--- config.mk ---
export PLATFORM = sky130hd
export DESIGN_NAME = rab_lookup_ctrl_flat
export DESIGN_NICKNAME = d
export VERILOG_FILES = /design/src/rtl/rab_lookup_ctrl_if.sv /design/src/rtl/rab_lookup_ctrl.sv /design/src/flat_wrapper.sv
export SDC_FILE = /design/constraint.sdc
export NUM_CORES = 1
export LEC_CHECK = 0
export BUFFER_PORTS_ARGS = -buffer_cell sky130_fd_sc_hd__buf_2
export CAP_MARGIN = 20
export CORE_MARGIN = 5
export CORE_UTILIZATION = 61
export CTS_BUF_LIST = sky130_fd_sc_hd__clkbuf_8
export DETAILED_ROUTE_END_ITERATION = 7
export GPL_TIMING_DRIVEN = 0
export PLACE_DENSITY = 0.89
export SLEW_MARGIN = 20
export SYNTH_ARGS = -nofsm -noshare
export SYNTH_HDL_FRONTEND = slang
export SYNTH_SLANG_ARGS = --single-unit
--- constraint.sdc ---
create_clock -name axi4_aclk -period 26.8 [get_ports axi4_aclk]
set_clock_uncertainty 0.05 [all_clocks]
set_input_delay 5.36 -clock axi4_aclk [delete_from_list [all_inputs] [get_ports axi4_aclk]]
set_output_delay 5.36 -clock axi4_aclk [all_outputs]
set_load 0.05 [all_outputs]
--- src/rtl/rab_lookup_ctrl_if.sv ---
// Request, slice-array, master, error and miss-log signals of one RAB port
// lookup stage. The slave modport is the lookup controller's view; the
// master modport is the view of whatever surrounds it.
interface rab_lookup_ctrl_if #(
    parameter int RAB_ENTRIES = 16,
    parameter int ID_WIDTH    = 4
);
    // incoming address-channel request
    logic [31:0]            s_addr;
    logic [ID_WIDTH-1:0]    s_id;
    logic [7:0]             s_len;
    logic [2:0]             s_size;
    logic                   s_rw;
    logic                   s_valid;
    logic                   s_ready;
    // slice array lookup
    logic                   lkp_rw;
    logic [31:0]            lkp_addr_min;
    logic [31:0]            lkp_addr_max;
    logic [RAB_ENTRIES-1:0] lkp_hit;
    logic [RAB_ENTRIES-1:0] lkp_prot;
    logic                   lkp_multi_hit;
    logic                   lkp_master_select;
    logic [31:0]            lkp_out_addr;
    // translated request
    logic [31:0]            m_addr;
    logic [ID_WIDTH-1:0]    m_id;
    logic [7:0]             m_len;
    logic [2:0]             m_size;
    logic                   m_rw;
    logic                   m_master_select;
    logic                   m_valid;
    logic                   m_ready;
    // error-response path
    logic [ID_WIDTH-1:0]    err_id;
    logic                   err_rw;
    logic [7:0]             err_len;
    logic [1:0]             err_code;
    logic                   err_valid;
    logic                   err_ready;
    // miss log
    logic [31:0]            miss_addr;
    logic [ID_WIDTH-1:0]    miss_id;
    logic                   miss_rw;
    logic                   miss_pop;
    logic                   miss_empty;
    logic                   miss_full;
    logic                   miss_ovf;
    logic                   miss_ovf_clr;
    // interrupts
    logic                   irq_miss;
    logic                   irq_prot;
    logic                   irq_multi;

    modport slave (
        input  s_addr, s_id, s_len, s_size, s_rw, s_valid,
        output s_ready,
        output lkp_rw, lkp_addr_min, lkp_addr_max,
        input  lkp_hit, lkp_prot, lkp_multi_hit, lkp_master_select, lkp_out_addr,
        output m_addr, m_id, m_len, m_size, m_rw, m_master_select, m_valid,
        input  m_ready,
        output err_id, err_rw, err_len, err_code, err_valid,
        input  err_ready,
        output miss_addr, miss_id, miss_rw, miss_empty, miss_full, miss_ovf,
        input  miss_pop, miss_ovf_clr,
        output irq_miss, irq_prot, irq_multi
    );

    modport master (
        output s_addr, s_id, s_len, s_size, s_rw, s_valid,
        input  s_ready,
        input  lkp_rw, lkp_addr_min, lkp_addr_max,
        output lkp_hit, lkp_prot, lkp_multi_hit, lkp_master_select, lkp_out_addr,
        input  m_addr, m_id, m_len, m_size, m_rw, m_master_select, m_valid,
        output m_ready,
        input  err_id, err_rw, err_len, err_code, err_valid,
        output err_ready,
        input  miss_addr, miss_id, miss_rw, miss_empty, miss_full, miss_ovf,
        output miss_pop, miss_ovf_clr,
        input  irq_miss, irq_prot, irq_multi
    );
endinterface

--- src/rtl/rab_lookup_ctrl.sv ---
// RAB port request-side lookup control: one request in flight, burst range
// computed up front, slice-array result classified in a single LOOKUP cycle,
// then either forwarded translated or handed to the error path. Misses are
// logged in a small FIFO with a sticky overflow flag.
module rab_lookup_ctrl #(
    parameter int RAB_ENTRIES     = 16,
    parameter int ID_WIDTH        = 4,
    parameter int MISS_FIFO_DEPTH = 4
) (
    input logic             axi4_aclk,
    input logic             axi4_areset,
    rab_lookup_ctrl_if.slave bus
);
    localparam int PTR_W = $clog2(MISS_FIFO_DEPTH);
    localparam int CNT_W = PTR_W + 1;
    localparam int ENT_W = 32 + ID_WIDTH + 1;

    typedef enum logic [1:0] {IDLE, LOOKUP, FWD, ERR} state_e;

    state_e state_q, state_d;

    logic [31:0]          addr_min_q, addr_max_q;
    logic                 wrap_q;
    logic [ID_WIDTH-1:0]  id_q;
    logic [7:0]           len_q;
    logic [2:0]           size_q;
    logic                 rw_q;
    logic [31:0]          m_addr_q;
    logic                 m_ms_q;
    logic [1:0]           err_code_q;
    logic                 irq_miss_q, irq_prot_q, irq_multi_q;

    logic [ENT_W-1:0]     mem_q [MISS_FIFO_DEPTH];
    logic [PTR_W-1:0]     wr_ptr_q, rd_ptr_q;
    logic [CNT_W-1:0]     cnt_q, cnt_d;
    logic                 full_q, empty_q, ovf_q;

    logic [RAB_ENTRIES-1:0] hit_w, prot_w;
    logic [16:0]          bytes_w;
    logic [32:0]          sum_w;
    logic                 take_hit, take_miss, take_prot, take_multi;
    logic                 accept_w, pop_w, push_ok_w;

    assign hit_w    = bus.lkp_hit;
    assign prot_w   = bus.lkp_prot;
    assign accept_w = (state_q == IDLE) && bus.s_valid;

    // Burst byte span and inclusive end address; bit 32 flags a wrap past 4 GiB.
    always_comb begin
        bytes_w = ({9'd0, bus.s_len} + 17'd1) << bus.s_size;
        sum_w   = {1'b0, bus.s_addr} + {16'd0, bytes_w} - 33'd1;
    end

    // State register.
    always_ff @(posedge axi4_aclk or posedge axi4_areset) begin
        if (axi4_areset) state_q <= IDLE;
        else             state_q <= state_d;
    end

    // Next-state logic and LOOKUP result classification in priority order.
    always_comb begin
        state_d    = state_q;
        take_hit   = 1'b0;
        take_miss  = 1'b0;
        take_prot  = 1'b0;
        take_multi = 1'b0;
        case (state_q)
            IDLE:   if (bus.s_valid) state_d = LOOKUP;
            LOOKUP: begin
                if (wrap_q)                 take_miss  = 1'b1;
                else if (bus.lkp_multi_hit) take_multi = 1'b1;
                else if (|hit_w)            take_hit   = 1'b1;
                else if (|prot_w)           take_prot  = 1'b1;
                else                        take_miss  = 1'b1;
                state_d = take_hit ? FWD : ERR;
            end
            FWD:    if (bus.m_ready)   state_d = IDLE;
            ERR:    if (bus.err_ready) state_d = IDLE;
            default: state_d = IDLE;
        endcase
    end

    // Capture the accepted request and its address range.
    always_ff @(posedge axi4_aclk or posedge axi4_areset) begin
        if (axi4_areset) begin
            addr_min_q <= '0;
            addr_max_q <= '0;
            wrap_q     <= 1'b0;
            id_q       <= '0;
            len_q      <= '0;
            size_q     <= '0;
            rw_q       <= 1'b0;
        end else if (accept_w) begin
            addr_min_q <= bus.s_addr;
            addr_max_q <= sum_w[31:0];
            wrap_q     <= sum_w[32];
            id_q       <= bus.s_id;
            len_q      <= bus.s_len;
            size_q     <= bus.s_size;
            rw_q       <= bus.s_rw;
        end
    end

    // Register the lookup outcome: translation, error code and irq pulses.
    always_ff @(posedge axi4_aclk or posedge axi4_areset) begin
        if (axi4_areset) begin
            m_addr_q    <= '0;
            m_ms_q      <= 1'b0;
            err_code_q  <= '0;
            irq_miss_q  <= 1'b0;
            irq_prot_q  <= 1'b0;
            irq_multi_q <= 1'b0;
        end else begin
            if (take_hit) begin
                m_addr_q <= bus.lkp_out_addr;
                m_ms_q   <= bus.lkp_master_select;
            end
            if (take_miss)  err_code_q <= 2'd1;
            if (take_prot)  err_code_q <= 2'd2;
            if (take_multi) err_code_q <= 2'd3;
            irq_miss_q  <= take_miss;
            irq_prot_q  <= take_prot;
            irq_multi_q <= take_multi;
        end
    end

    // A push into a full log only lands when a pop frees a slot the same edge.
    always_comb begin
        pop_w     = bus.miss_pop && !empty_q;
        push_ok_w = take_miss && (!full_q || pop_w);
        cnt_d     = cnt_q + CNT_W'(push_ok_w) - CNT_W'(pop_w);
    end

    // Miss log storage, pointers, registered flags and sticky overflow.
    always_ff @(posedge axi4_aclk or posedge axi4_areset) begin
        if (axi4_areset) begin
            for (int i = 0; i < MISS_FIFO_DEPTH; i++) mem_q[i] <= '0;
            wr_ptr_q <= '0;
            rd_ptr_q <= '0;
            cnt_q    <= '0;
            full_q   <= 1'b0;
            empty_q  <= 1'b1;
            ovf_q    <= 1'b0;
        end else begin
            if (push_ok_w) begin
                mem_q[wr_ptr_q] <= {addr_min_q, id_q, rw_q};
                wr_ptr_q        <= wr_ptr_q + 1'b1;
            end
            if (pop_w) rd_ptr_q <= rd_ptr_q + 1'b1;
            cnt_q   <= cnt_d;
            full_q  <= (cnt_d == CNT_W'(MISS_FIFO_DEPTH));
            empty_q <= (cnt_d == '0);
            if (take_miss && full_q && !pop_w) ovf_q <= 1'b1;
            else if (bus.miss_ovf_clr)         ovf_q <= 1'b0;
        end
    end

    assign bus.s_ready          = (state_q == IDLE) && !axi4_areset;
    assign bus.lkp_rw           = rw_q;
    assign bus.lkp_addr_min     = addr_min_q;
    assign bus.lkp_addr_max     = addr_max_q;
    assign bus.m_addr           = m_addr_q;
    assign bus.m_id             = id_q;
    assign bus.m_len            = len_q;
    assign bus.m_size           = size_q;
    assign bus.m_rw             = rw_q;
    assign bus.m_master_select  = m_ms_q;
    assign bus.m_valid          = (state_q == FWD);
    assign bus.err_id           = id_q;
    assign bus.err_rw           = rw_q;
    assign bus.err_len          = len_q;
    assign bus.err_code         = err_code_q;
    assign bus.err_valid        = (state_q == ERR);
    assign {bus.miss_addr, bus.miss_id, bus.miss_rw} = mem_q[rd_ptr_q];
    assign bus.miss_empty       = empty_q;
    assign bus.miss_full        = full_q;
    assign bus.miss_ovf         = ovf_q;
    assign bus.irq_miss         = irq_miss_q;
    assign bus.irq_prot         = irq_prot_q;
    assign bus.irq_multi        = irq_multi_q;
endmodule

--- src/flat_wrapper.sv ---
// flat-port wrapper written by rule: the top's interface ports become plain ports
module rab_lookup_ctrl_flat 
#(
    parameter int RAB_ENTRIES     = 16,
    parameter int ID_WIDTH        = 4,
    parameter int MISS_FIFO_DEPTH = 4
)
  (axi4_aclk, axi4_areset, bus_s_addr, bus_s_id, bus_s_len, bus_s_size, bus_s_rw, bus_s_valid, bus_s_ready, bus_lkp_rw, bus_lkp_addr_min, bus_lkp_addr_max, bus_lkp_hit, bus_lkp_prot, bus_lkp_multi_hit, bus_lkp_master_select, bus_lkp_out_addr, bus_m_addr, bus_m_id, bus_m_len, bus_m_size, bus_m_rw, bus_m_master_select, bus_m_valid, bus_m_ready, bus_err_id, bus_err_rw, bus_err_len, bus_err_code, bus_err_valid, bus_err_ready, bus_miss_addr, bus_miss_id, bus_miss_rw, bus_miss_empty, bus_miss_full, bus_miss_ovf, bus_miss_pop, bus_miss_ovf_clr, bus_irq_miss, bus_irq_prot, bus_irq_multi);
  rab_lookup_ctrl_if #(.RAB_ENTRIES(RAB_ENTRIES), .ID_WIDTH(ID_WIDTH)) bus_i ();
  input logic axi4_aclk;
  input logic axi4_areset;
  input wire logic [$bits(bus_i.s_addr)-1:0] bus_s_addr;
  input wire logic [$bits(bus_i.s_id)-1:0] bus_s_id;
  input wire logic [$bits(bus_i.s_len)-1:0] bus_s_len;
  input wire logic [$bits(bus_i.s_size)-1:0] bus_s_size;
  input wire logic [$bits(bus_i.s_rw)-1:0] bus_s_rw;
  input wire logic [$bits(bus_i.s_valid)-1:0] bus_s_valid;
  output wire logic [$bits(bus_i.s_ready)-1:0] bus_s_ready;
  output wire logic [$bits(bus_i.lkp_rw)-1:0] bus_lkp_rw;
  output wire logic [$bits(bus_i.lkp_addr_min)-1:0] bus_lkp_addr_min;
  output wire logic [$bits(bus_i.lkp_addr_max)-1:0] bus_lkp_addr_max;
  input wire logic [$bits(bus_i.lkp_hit)-1:0] bus_lkp_hit;
  input wire logic [$bits(bus_i.lkp_prot)-1:0] bus_lkp_prot;
  input wire logic [$bits(bus_i.lkp_multi_hit)-1:0] bus_lkp_multi_hit;
  input wire logic [$bits(bus_i.lkp_master_select)-1:0] bus_lkp_master_select;
  input wire logic [$bits(bus_i.lkp_out_addr)-1:0] bus_lkp_out_addr;
  output wire logic [$bits(bus_i.m_addr)-1:0] bus_m_addr;
  output wire logic [$bits(bus_i.m_id)-1:0] bus_m_id;
  output wire logic [$bits(bus_i.m_len)-1:0] bus_m_len;
  output wire logic [$bits(bus_i.m_size)-1:0] bus_m_size;
  output wire logic [$bits(bus_i.m_rw)-1:0] bus_m_rw;
  output wire logic [$bits(bus_i.m_master_select)-1:0] bus_m_master_select;
  output wire logic [$bits(bus_i.m_valid)-1:0] bus_m_valid;
  input wire logic [$bits(bus_i.m_ready)-1:0] bus_m_ready;
  output wire logic [$bits(bus_i.err_id)-1:0] bus_err_id;
  output wire logic [$bits(bus_i.err_rw)-1:0] bus_err_rw;
  output wire logic [$bits(bus_i.err_len)-1:0] bus_err_len;
  output wire logic [$bits(bus_i.err_code)-1:0] bus_err_code;
  output wire logic [$bits(bus_i.err_valid)-1:0] bus_err_valid;
  input wire logic [$bits(bus_i.err_ready)-1:0] bus_err_ready;
  output wire logic [$bits(bus_i.miss_addr)-1:0] bus_miss_addr;
  output wire logic [$bits(bus_i.miss_id)-1:0] bus_miss_id;
  output wire logic [$bits(bus_i.miss_rw)-1:0] bus_miss_rw;
  output wire logic [$bits(bus_i.miss_empty)-1:0] bus_miss_empty;
  output wire logic [$bits(bus_i.miss_full)-1:0] bus_miss_full;
  output wire logic [$bits(bus_i.miss_ovf)-1:0] bus_miss_ovf;
  input wire logic [$bits(bus_i.miss_pop)-1:0] bus_miss_pop;
  input wire logic [$bits(bus_i.miss_ovf_clr)-1:0] bus_miss_ovf_clr;
  output wire logic [$bits(bus_i.irq_miss)-1:0] bus_irq_miss;
  output wire logic [$bits(bus_i.irq_prot)-1:0] bus_irq_prot;
  output wire logic [$bits(bus_i.irq_multi)-1:0] bus_irq_multi;
  assign bus_i.s_addr = bus_s_addr;
  assign bus_i.s_id = bus_s_id;
  assign bus_i.s_len = bus_s_len;
  assign bus_i.s_size = bus_s_size;
  assign bus_i.s_rw = bus_s_rw;
  assign bus_i.s_valid = bus_s_valid;
  assign bus_s_ready = bus_i.s_ready;
  assign bus_lkp_rw = bus_i.lkp_rw;
  assign bus_lkp_addr_min = bus_i.lkp_addr_min;
  assign bus_lkp_addr_max = bus_i.lkp_addr_max;
  assign bus_i.lkp_hit = bus_lkp_hit;
  assign bus_i.lkp_prot = bus_lkp_prot;
  assign bus_i.lkp_multi_hit = bus_lkp_multi_hit;
  assign bus_i.lkp_master_select = bus_lkp_master_select;
  assign bus_i.lkp_out_addr = bus_lkp_out_addr;
  assign bus_m_addr = bus_i.m_addr;
  assign bus_m_id = bus_i.m_id;
  assign bus_m_len = bus_i.m_len;
  assign bus_m_size = bus_i.m_size;
  assign bus_m_rw = bus_i.m_rw;
  assign bus_m_master_select = bus_i.m_master_select;
  assign bus_m_valid = bus_i.m_valid;
  assign bus_i.m_ready = bus_m_ready;
  assign bus_err_id = bus_i.err_id;
  assign bus_err_rw = bus_i.err_rw;
  assign bus_err_len = bus_i.err_len;
  assign bus_err_code = bus_i.err_code;
  assign bus_err_valid = bus_i.err_valid;
  assign bus_i.err_ready = bus_err_ready;
  assign bus_miss_addr = bus_i.miss_addr;
  assign bus_miss_id = bus_i.miss_id;
  assign bus_miss_rw = bus_i.miss_rw;
  assign bus_miss_empty = bus_i.miss_empty;
  assign bus_miss_full = bus_i.miss_full;
  assign bus_miss_ovf = bus_i.miss_ovf;
  assign bus_i.miss_pop = bus_miss_pop;
  assign bus_i.miss_ovf_clr = bus_miss_ovf_clr;
  assign bus_irq_miss = bus_i.irq_miss;
  assign bus_irq_prot = bus_i.irq_prot;
  assign bus_irq_multi = bus_i.irq_multi;
  rab_lookup_ctrl #(.RAB_ENTRIES(RAB_ENTRIES), .ID_WIDTH(ID_WIDTH), .MISS_FIFO_DEPTH(MISS_FIFO_DEPTH)) u_core (.axi4_aclk(axi4_aclk), .axi4_areset(axi4_areset), .bus(bus_i));
endmodule
==> out/qor.txt <==
Pleak = 8.58 nW
clock-pin slew on the worst setup and hold paths = 0.07 ns
die area = 26000 µm²
vias in the first global route = 11.3k
Post-synth EDFFs = 0
WP data arrival = 6.20 ns
gr ovfl total = 0
run status = complete, no violations
Synth Area in Simple Gates = 8.95%
Worst path max stage delay = 0.35 ns
CP bufs+invs = 2
post-CTS resize count = 0
Clk pwr share = 15.5%
Worst Path Class, Setup = input port to output port
Synth Register Bits = 279
multi-input logic area = 6340 µm²
RR Startpoint = u_core.state_q[1]$_DFFE_PP0P_
Synth area leader = dfrtp_1
Hold Path Sink = u_core.bus.m_size[2]$_DFFE_PP0P_
Post-Syn Area = 14000 µm²
CTS tree = yes
most frequent cells in the layout = 305 x buf_2, 278 x dfrtp_1, 177 x mux2_2
share of cells above drive strength 1 = 39.1%
Syn Nets = 1376
worst vdd ir = 80.9 µV
Initial Util = 61.9%
GRT Util Overall = 29.5%
DPL Wire Length = 28300 µm
clk_lat worst skew = 0.54 ns
CP endpoint kind = output port
DR DRC count = 0
total CTS buffers = 46
via count = 10.7k
fmax = 86.1 MHz
sequential power share = 32.2%
combinational family with the most area after synthesis = multiplexers
Cell variety after synth = 62
setup violators final = 0
Max-Cap Viols = 0
routed wire length = 38600 µm
Min Hold Slack = 0.427 ns
1st-iter DRT viols = 720
htree depth = 2
Crit path top cell by count = buf_2
share of the synthesized area in the top cell type = 49.8%
sequential cell area fraction in the yosys report = 50.0%
Adder-Cell Fraction of Synth Area = 5.12%
initial antenna violation count = 8
Synth Warn # = 0
Detail Route Antenna Nets = 0
post-synthesis mux area share = 21.4%
fillers = 1574
Primary FF master, synth = dfrtp_1
RSZ-0062 raised after global routing = no
post-DR vias/cell = 5.73
final setup margin = 15.19 ns
Slew HR = 36.8%
P_sw = 0.00116 W
cell internal pwr = 0.00119 W
final net count = 1719
clk sinks = 279
Tcrit/Tclk final = 43.3%
Slew Limit Fails = 0
# IOs = 296
Placeable Area = 22600 µm²
# port buffers = 293
fin util = 74.3%
Worst path slowest cell = buf_2
CTS Hold Bufs = 0
most common cell after layout, fill and taps aside = buf_2
Register-to-Register Path Depth = 9
setup TNS = 0 ns
dpl ws = 15.13 ns
XOR/XNOR share of the synthesized area = 1.94%
Hold Vio Cnt, Final = 0
R2R Path End = u_core.bus.miss_full$_DFF_PP0_
top cells by area, synth = dfrtp_1 50%, mux2_2 14%, mux4_2 6.0%
Crit path required time = 21.39 ns
root buffer cell = clkbuf_8
Post-CTS Setup Bufs = 0
pin count of the biggest net entering global routing = 115
crit path cell chain = buf_2 -> nor3_1 -> buf_2
clock tree buffer depth = 3
Placement Rows = 55
worst-path fanout max = 2
FF/Latch Area = 6980 µm²
drt first pass iters = 5
global placer's final weighted congestion = 0.892
reg2reg setup slack = 24.14 ns
Synth Area in Compound Gates = 7.95%
sw frac = 49.3%
Comb pwr share = 52.4%
WHS Path Cells = 2
min-delay src = u_core.bus.m_size[2]$_DFFE_PP0P_
die height = 161 µm
fin crit period = 11.61 ns
Gate Count Post-Synth = 1199
wire length per cell = 20.7 µm
first-pass GRT wire length = 60900 µm
Post-synth ARST share = 100%
synthesis-to-finish area growth = 20.0%
CP delay by family, top = buffers and inverters
average size of a mapped cell = 11.7 µm²
Setup crit start = axi4_areset
pwr dens = 140 nW/µm²
DIE WIDTH = 161 µm
critical path startpoint category = input port
Worst Max-Slew Pin Slew = 0.947 ns
hold crit path type = flip-flop to flip-flop
==> power groups by stage <==
stage               combinational [W]  sequential, W  clock, W
detailed placement            0.00123       0.000753         0
finish                        0.00123       0.000756  0.000363
CTS                           0.00124       0.000752  0.000369
floorplan                    0.000657        0.00101         0
global route                  0.00130       0.000777  0.000390
global placement              0.00120       0.000734         0
==> logic make-up after synthesis <==
| logic type | Yosys count |
|---|---|
| fa+ha+maj | 56 |
| simple gates | 273 |
| xor+xnor | 31 |
| mux | 229 |
| buf+inv | 151 |
| flops | 279 |
| compound gates | 180 |
==> per-stage QoR <==
step / total power (W) / cell area [µm²] / cells
6_report: 0.00235 / 16800 / 1863
5_1_grt: 0.00246 / 16800 / 1863
4_1_cts: 0.00236 / 16800 / 1856
3_5_place_dp: 0.00199 / 15900 / 1779
3_3_place_gp: 0.00194 / 15800 / 1777
2_1_floorplan: 0.00166 / 14000 / 1199
==> registers in the layout, summed over array words and instances, names as in the netlist, 2 cells and up <==
signal                   flops
u_core.rd_ptr_q              2
u_core.wr_ptr_q              2
u_core.bus.err_len           8
u_core.bus.err_id            4
u_core.mem_q               148
u_core.state_q               2
u_core.bus.err_code          2
u_core.bus.m_addr           32
u_core.bus.m_size            3
u_core.bus.lkp_addr_max     32
u_core.cnt_q                 3
u_core.bus.lkp_addr_min     32
==> worst max path at each step <==
stage	to	cells after the start
2_1_floorplan	u_core.bus.err_code[0]$_DFFE_PP0P_	1
3_3_place_gp	u_core.bus.lkp_addr_min[15]$_DFFE_PP0P_	2
3_5_place_dp	bus_s_ready	3
4_1_cts	bus_s_ready	3
5_1_grt	bus_s_ready	3
6_report	bus_s_ready	3
==> worst register-to-register path, cell delays in order (launching register included) <==
cell	delay (ns)
dfrtp_1	0.46
nor2b_1	0.19
o21ai_1	0.24
a21oi_4	0.42
ha_1	0.22
inv_1	0.05
fa_1	0.38
xnor2_1	0.20
xnor2_1	0.18
nor3b_1	0.20
==> final cells by class <==
class                           instances  area share [%]
Clock buffer                           58            4.76
Sequential cell                       279            41.6
Tap cell                              285            2.13
Clock inverter                         19           0.545
Buffer                                 70            2.10
Multi-Input combinational cell        769            37.8
Timing Repair Buffer                  295            9.07
Inverter                               81            1.86
Antenna cell                            7           0.104
==> routing by layer <==
layer | vias to the layer above | track usage (%) | part of all wire (%)
li1 | 4905 | - | -
met1 | 5268 | 36.4 | 39
met2 | 413 | 51.5 | 51
met3 | 87 | 5.64 | 6.2
met4 | 2 | 11.8 | 3.6
met5 | - | 0 | 0.034
==> synth_stat cells (all sizes together) (9+ instances only) <==
library cell  number
a21o              10
a21oi             39
buf               40
clkbuf            30
dfrtp            278
ha                54
inv               81
mux2             186
mux4              37
nand2            158
nand3             17
nand4             12
nor2              33
nor3               9
nor4              10
o21ai             79
xnor2             16
xor2              15
No activity file was read; power rests on OpenSTA's default activity.
